**src/rtl/branch_arbiter.sv**
```systemverilog
// Round-robin arbiter sharing one branch comparator between NUM_REQ requesters.
// Two-stage pipeline: operand capture, then compare and response register.

module branch_compare #(
  parameter int DATA_SIZE = 32
) (
  input  logic [2:0]           i_funct,
  input  logic [DATA_SIZE-1:0] i_r1,
  input  logic [DATA_SIZE-1:0] i_r2,
  output logic                 o_taken,
  output logic                 o_err
);

  always_comb begin
    o_taken = 1'b0;
    o_err   = 1'b0;
    case (i_funct)
      3'b000:  o_taken = (i_r1 == i_r2);
      3'b001:  o_taken = (i_r1 != i_r2);
      3'b100:  o_taken = ($signed(i_r1) <  $signed(i_r2));
      3'b101:  o_taken = ($signed(i_r1) >= $signed(i_r2));
      3'b110:  o_taken = (i_r1 <  i_r2);
      3'b111:  o_taken = (i_r1 >= i_r2);
      default: o_err   = 1'b1;
    endcase
  end

endmodule

module branch_arbiter #(
  parameter int NUM_REQ   = 4,
  parameter int IDX_W     = $clog2(NUM_REQ),
  parameter int DATA_SIZE = 32
) (
  input  logic                               i_clk,
  input  logic                               i_rst,
  input  logic [NUM_REQ-1:0]                 i_valid,
  input  logic [NUM_REQ-1:0][2:0]            i_funct,
  input  logic [NUM_REQ-1:0][DATA_SIZE-1:0]  i_r1,
  input  logic [NUM_REQ-1:0][DATA_SIZE-1:0]  i_r2,
  input  logic [NUM_REQ-1:0]                 i_flush,
  output logic [NUM_REQ-1:0]                 o_ready,
  output logic                               o_resp_valid,
  output logic [IDX_W-1:0]                   o_resp_tag,
  output logic                               o_resp_taken,
  output logic                               o_resp_err,
  output logic                               o_busy
);

  logic [IDX_W-1:0]     r_ptr;
  logic                 r_s1_valid;
  logic [2:0]           r_s1_funct;
  logic [DATA_SIZE-1:0] r_s1_r1;
  logic [DATA_SIZE-1:0] r_s1_r2;
  logic [IDX_W-1:0]     r_s1_tag;
  logic                 r_s2_valid;
  logic [IDX_W-1:0]     r_s2_tag;
  logic                 r_s2_taken;
  logic                 r_s2_err;

  logic [NUM_REQ-1:0]   w_elig;
  logic [NUM_REQ-1:0]   w_ready;
  logic [IDX_W-1:0]     w_gnt;
  logic [IDX_W-1:0]     w_cand;
  logic                 w_found;
  logic                 w_accept;
  logic                 w_taken;
  logic                 w_err;

  assign w_elig = i_valid & ~i_flush;

  // First eligible requester scanning upward from the pointer, wrapping at NUM_REQ.
  always_comb begin
    w_ready = '0;
    w_gnt   = '0;
    w_cand  = '0;
    w_found = 1'b0;
    for (int i = 0; i < NUM_REQ; i++) begin
      w_cand = IDX_W'((int'(r_ptr) + i) % NUM_REQ);
      if (!w_found && w_elig[w_cand]) begin
        w_found = 1'b1;
        w_gnt   = w_cand;
      end
    end
    if (w_found && !i_rst) begin
      w_ready[w_gnt] = 1'b1;
    end
  end

  assign w_accept = |w_ready;

  branch_compare #(
    .DATA_SIZE (DATA_SIZE)
  ) u_cmp (
    .i_funct (r_s1_funct),
    .i_r1    (r_s1_r1),
    .i_r2    (r_s1_r2),
    .o_taken (w_taken),
    .o_err   (w_err)
  );

  always_ff @(posedge i_clk) begin
    if (i_rst) begin
      r_ptr      <= '0;
      r_s1_valid <= 1'b0;
      r_s1_funct <= '0;
      r_s1_r1    <= '0;
      r_s1_r2    <= '0;
      r_s1_tag   <= '0;
      r_s2_valid <= 1'b0;
      r_s2_tag   <= '0;
      r_s2_taken <= 1'b0;
      r_s2_err   <= 1'b0;
    end else begin
      if (w_accept) begin
        r_ptr      <= (w_gnt == IDX_W'(NUM_REQ - 1)) ? '0 : w_gnt + 1'b1;
        r_s1_funct <= i_funct[w_gnt];
        r_s1_r1    <= i_r1[w_gnt];
        r_s1_r2    <= i_r2[w_gnt];
        r_s1_tag   <= w_gnt;
      end
      r_s1_valid <= w_accept;
      // A flush aimed at the stage-1 owner kills it; stage 2 is already committed.
      r_s2_valid <= r_s1_valid & ~i_flush[r_s1_tag];
      r_s2_tag   <= r_s1_tag;
      r_s2_taken <= w_taken;
      r_s2_err   <= w_err;
    end
  end

  assign o_ready      = w_ready;
  assign o_resp_valid = r_s2_valid;
  assign o_resp_tag   = r_s2_tag;
  assign o_resp_taken = r_s2_taken;
  assign o_resp_err   = r_s2_err;
  assign o_busy       = r_s1_valid | r_s2_valid;

endmodule
```
**config.mk**
```make
export PLATFORM = sky130hd
export DESIGN_NAME = branch_arbiter
export DESIGN_NICKNAME = d
export VERILOG_FILES = /design/src/rtl/branch_arbiter.sv
export SDC_FILE = /design/constraint.sdc
export NUM_CORES = 1
export LEC_CHECK = 0
export CAP_MARGIN = 10
export CORE_ASPECT_RATIO = 1.75
export CORE_MARGIN = 5
export CORE_UTILIZATION = 37
export DETAILED_ROUTE_END_ITERATION = 6
export GPL_ROUTABILITY_DRIVEN = 0
export PLACE_DENSITY = 0.83
export SYNTH_ARGS = -nofsm -noshare
export SYNTH_HDL_FRONTEND = slang
export SYNTH_HIERARCHICAL = 1
export SYNTH_SLANG_ARGS = --single-unit
```
**constraint.sdc**
```tcl
create_clock -name i_clk -period 2.4 [get_ports i_clk]
set_clock_uncertainty 0.05 [all_clocks]
set_input_delay 0.48 -clock i_clk [delete_from_list [all_inputs] [get_ports i_clk]]
set_output_delay 0.48 -clock i_clk [all_outputs]
set_load 0.05 [all_outputs]
```
# == After elaboration in Yosys (flattened, before gate mapping) ==
# Cells that the tools add are included.
# word_totals
ff_bits,77
elab_cells,80
# op_classes
addsub,4
magnitude_cmp,11
eq_ne,8
n_mux,30
bitwise_logic,5
reduce_logical,12
# op_table
cell,n
binary-select mux 32 bit (select 2 bit),2
greater-or-equal comparator 32 bit,2
< comparator 32 bit,2
two-way mux 32 bit,2
== test 32 bit,1
!= test 32 bit,1
< comparator 2 x 3 -> 1 bit (second input constant),6
== test 3 bit (second input constant),4
two-way mux 1 bit,11
binary-select mux 1 bit (select 2 bit),5
two-way mux 2 bit,5
binary-select mux 3 bit (select 2 bit),1
case mux 1 bit (6 select lines),1
OR reduction 6 bit,1
logical AND 1 bit,5
adder 2 x 1 -> 2 bit (second input constant),2
adder 2 bit (second input constant),2
AND 4 bit,1
zero test 1 bit,4
two-way mux 4 bit,1
NOT 4 bit,1
OR reduction 4 bit,1
== test 3 x 1 -> 1 bit (second input constant),1
zero test 3 bit,1
7 further kinds,7

# == Depth between registers and ports, before layout ==
# depth
depth_word,20
mapped_depth,14
ltp_nobuf,10

# == Modules after synthesis ==
# Netlist, hierarchy kept.
# by_module_without_submodules
module,n_inst,cells_per_inst,area_each_um2
branch_arbiter,1,657,4609.4
branch_compare,1,129,929.6

# == Worst setup path after synthesis ==
# OpenSTA, ideal clock, no wires.
# synth_path
kind,in2out
startpoint,input port i_flush[1]
endpoint,output port o_ready[1]
arrival_time_ns,2.345
t_required_ns,1.870
slack_ns,-0.475
stages,7
n_path_buf,2
cell_sequence,nand2b_1 -> o21ai_1 -> and3_1 -> buf_6 -> inv_4 -> buf_2 -> nor3_1
# synth_via
elab_chain_len,19
word_cells_on_any_way,31
cone_classes,order compare: 2; mux: 19; bitwise: 2; reduce/logical: 8
# synth_rtl
element,line_no,source
"start, declared",41,"input logic [NUM_REQ-1:0] i_flush,"
NOT 4 bit (*),70,assign w_elig = i_valid & ~i_flush;
AND 4 bit (*),70,
binary-select mux 1 bit (select 2 bit),80,if (!w_found && w_elig[w_cand]) begin
two-way mux 1 bit (not written as such),80,
two-way mux 1 bit,80,
zero test 1 bit,80,
logical AND 1 bit,80,
two-way mux 1 bit,80,
[3 not listed],-,
zero test 1 bit,80,
logical AND 1 bit,80,
two-way mux 2 bit,80,
< comparator 2 x 3 -> 1 bit (not written as such) or greater-or-equal comparator 2 x 1 -> 1 bit (tied branches),86,w_ready[w_gnt] = 1'b1;
logical AND 1 bit (not written as such),86,
two-way mux 1 bit (not written as such),86,
demux 1 bit (select 2 bit),86,
two-way mux 4 bit (*),85,if (w_found && !i_rst) begin
"end, declared",42,"output logic [NUM_REQ-1:0] o_ready,"
# Every way passes the cells marked *; elsewhere a longest branch is shown, timed or not. The select of a mux whose other input is x is not followed.

# == Final worst setup path ==
# layout_path
startpoint,input port i_flush[1]
endpoint,output port o_ready[2]
# The elaborated chain is that of the path after synthesis.

==> impl_metrics.toml <==
[status]
status = "complete, no violations"

[synth]
yosys.area_share.xor_xnor = 0
syn_nets = 1097
async_reset_ff_frac = 0
synth_adder_area_share = 0.0745
netlist_instances = 786
synth-seq-area-share = 0.278
yosysTopAreaCell = "dfxtp_1"
synth-edff-count = 0
synth-compound-area-share = 0.354
synth_top_area_share = 0.278
ys.flop_type = "dfxtp_1"
synth_cell_types = 51
synth.avg_cell_area_um2 = 7.05
synthTopCellsByArea = "dfxtp_1 (28%), a21oi_1 (19%), nand2_1 (14%), a221o_1 (12%), ha_1 (7.5%)"
ys_seq_elements = 77
synthMuxAreaShare = 0.00384
synth_top_family_by_area = "compound AO/OA/AOI/OAI gates"
syn_area_um2 = 5540
synth_warnings = 6
yosys.area_share.simple = 0.200

[min_path]
hold_path_class = "flop to flop"

[clock_tree]
htreeDepth = 3
worstSkewPairLatency_ns = 0.33
cts_tree = "done"
cts_buffers = 9
cts.sinks = 77
clock-root-buffer = "clkbuf_16"
cts_buffer_depth = 2
clk_pin_slew_ns = 0.05
ctsHoldBuffers = 0

[critical_path]
cpPeakStageDelay_ns = 0.24
crit_path_start = "i_flush[1]"
required_ns = 1.87
worstReg2RegStart = "r_s1_r2[27]$_SDFFE_PP0P_"
crit_fanout = 4
r2r_end = "o_resp_taken$_SDFF_PP0_"
crit_path_cell_trace = "dlygate4sd2_1, nand2b_4, o21a_1, o21ai_4, inv_4, ha_2, nand2_2, buf_4, inv_2, buf_12"
cp.depth = 10
worstSetupPathType = "primary input to primary output"
path_buf_inv = 5
r2r_cells = 9
cp.arrival_ns = 1.80
crit_family = "buffers and inverters"
critPathSlowestCell = "dlygate4sd2_1"
r2r_slack_ns = 0.16
cp-end-kind = "primary output"
cp-start-kind = "primary input"
endpoint = "o_ready[2]"

[timing]
drv_slew = 0
setup_tns_ns = 0
fin_crit_ns = 2.33
worst_pin_slew_ns = 0.808
slew_headroom = 0.461
min_period_over_period = 0.972
hold_violations = 0
finalSetupViolCount = 0
max_freq_mhz = 429

[route]
dr_total_vias = 6789
drcViolationCount = 0
antenna_left = 0
wl_per_cell_um = 17.7
firstDrtPassIters = 5
drt_first_iter_violations = 254
wirelength_mm = 22.0
routed_via_density = 5.46

[power]
p_comb_frac = 0.450
p_int_uw = 3450
ir_drop_mv = 0.413
p_per_area_nw_per_um2 = 580
p_seq_frac = 0.297
p_leak_uw = 0.00369
p_sw_frac = 0.352
power_frac_clock = 0.253
p_sw_uw = 1870

[global_routing]
grt_pass1_vias = 6740
gr-total-overflow = 0
antenna_found_initial = 3
grt_use_total = 0.232
grt_max_degree = 73
grt_pass1_wl_mm = 32.3

[layout]
drive_above_1_share = 0.0878
areaGrowthSynthToFinish_pct = 65.5
final_core_util = 0.621
fin_nets = 1365
final_common_cell = "clkdlybuf4s50_1"
fill_cells = 1321
final_cell_mix = "clkdlybuf4s50_1 (274), a21oi_1 (215), nand2_1 (206), dfxtp_1 (75), a221o_1 (67)"

[floorplan]
start_util = 0.375
io_pins = 288
die_area_um2 = 17600
rows = 59
die_h_um = 172
core-area_um2 = 14800
die_w_um = 102

[job]
cap_violations = 0

[place]
io_buffer_count = 287
place_hpwl_mm = 16.8
==> worst register-to-register path, stage by stage, from the launching register on <==
cell and delay (ns):
dfxtp_1 0.34, inv_1 0.05, ha_1 0.30, nand4_1 0.23, nor4_4 0.37, buf_4 0.19, a311oi_1 0.08, a211o_2 0.30
nor3_2 0.12, nor2b_1 0.14
==> cell type report <==
type | instances | area [um2] | share of cell area
Multi-Input combinational cell | 602 | 3630 | 0.397
Timing Repair Buffer | 324 | 3300 | 0.360
Sequential cell | 77 | 1550 | 0.169
Clock buffer | 10 | 229 | 0.0250
Tap cell | 183 | 229 | 0.0250
Inverter | 40 | 155 | 0.0169
Clock inverter | 6 | 63.8 | 0.00696
Antenna cell | 2 | 5.00 | 0.000546
==> worst min-delay path by stage <==
stage,from,slack (ns),end,depth (start not counted)
floorplan,r_s1_valid$_SDFF_PP0_,0.36,o_resp_valid$_SDFF_PP0_,2
global route,r_s1_r2[20]$_SDFFE_PP0P_,0.42,r_s1_r2[20]$_SDFFE_PP0P_,2
global placement,r_s1_r1[0]$_SDFFE_PP0P_,0.39,r_s1_r1[0]$_SDFFE_PP0P_,2
detailed placement,r_s1_r2[20]$_SDFFE_PP0P_,0.39,r_s1_r2[20]$_SDFFE_PP0P_,2
CTS,r_s1_r2[20]$_SDFFE_PP0P_,0.40,r_s1_r2[20]$_SDFFE_PP0P_,2
finish,r_s1_r2[20]$_SDFFE_PP0P_,0.40,r_s1_r2[20]$_SDFFE_PP0P_,2
==> cell families (layout without fill, tap and decap cells) <==
kind of cell / Yosys count / after routing
buffers and inverters: 107 / 380
AND/OR/NAND/NOR: 257 / 257
other: 0 / 2
multiplexers: 2 / 2
AO/OA/AOI/OAI: 310 / 310
adder cells (fa/ha/maj): 33 / 33
flip-flops: 77 / 77
==> flip-flops by register name, summed over array words and instances, names as in the netlist, 2 cells and up <==
name        cells
r_s1_funct      3
r_s1_r1        32
r_s1_r2        32
o_resp_tag      2
r_ptr           2
r_s1_tag        2
==> routing by layer <==
layer  share of wire  track usage  vias up
met3           0.069       0.0501       59
met1            0.35        0.242     3122
li1                -            -     3343
met2            0.54        0.430      263
met5         0.00059            0        -
met4           0.042        0.111        2
==> power groups by stage <==
stage          Clock (uW)  Sequential, uW  Combinational, uW
6_report             1340            1580               2400
5_1_grt              1420            1600               2630
4_1_cts              1370            1580               2370
3_5_place_dp            0            1600               2330
3_3_place_gp            0            1600               2290
2_1_floorplan           0            1590               1390
==> cells in the mapped netlist, types with 3 or more instances <==
cell,count
buf_2,9
nand3_1,7
a221o_1,67
buf_6,9
o21ai_0,3
nand4_1,7
clkbuf_1,43
nor3_1,3
a211oi_1,3
ha_1,33
nor2b_1,8
buf_1,4
inv_1,37
dfxtp_1,77
nand2b_1,5
a21oi_1,215
nor2_1,6
and3_1,3
nand2_1,208
==> through the flow <==
step | hold WS [ns] | worst slack, ns | power [uW] | std cells | area [um2]
after floorplan | 0.360 | -0.0523 | 2980 | 786 | 5560
after global placement | 0.392 | -0.370 | 3890 | 1221 | 8730
after detailed placement | 0.394 | -0.403 | 3940 | 1221 | 8730
after CTS | 0.401 | 0.00844 | 5320 | 1239 | 9110
after global routing | 0.421 | -0.0115 | 5660 | 1244 | 9170
final | 0.399 | 0.0664 | 5320 | 1244 | 9170
==> repair_timing <==
action / 4_1_cts / 5_1_grt
endpoints found under the hold margin: 0 / 0
buffers inserted: 3 / 3
pin swaps: 8 / 7
setup endpoints to repair: 61 / 5
resized for setup: 30 / 12
Power figures use the tool's default switching activity.
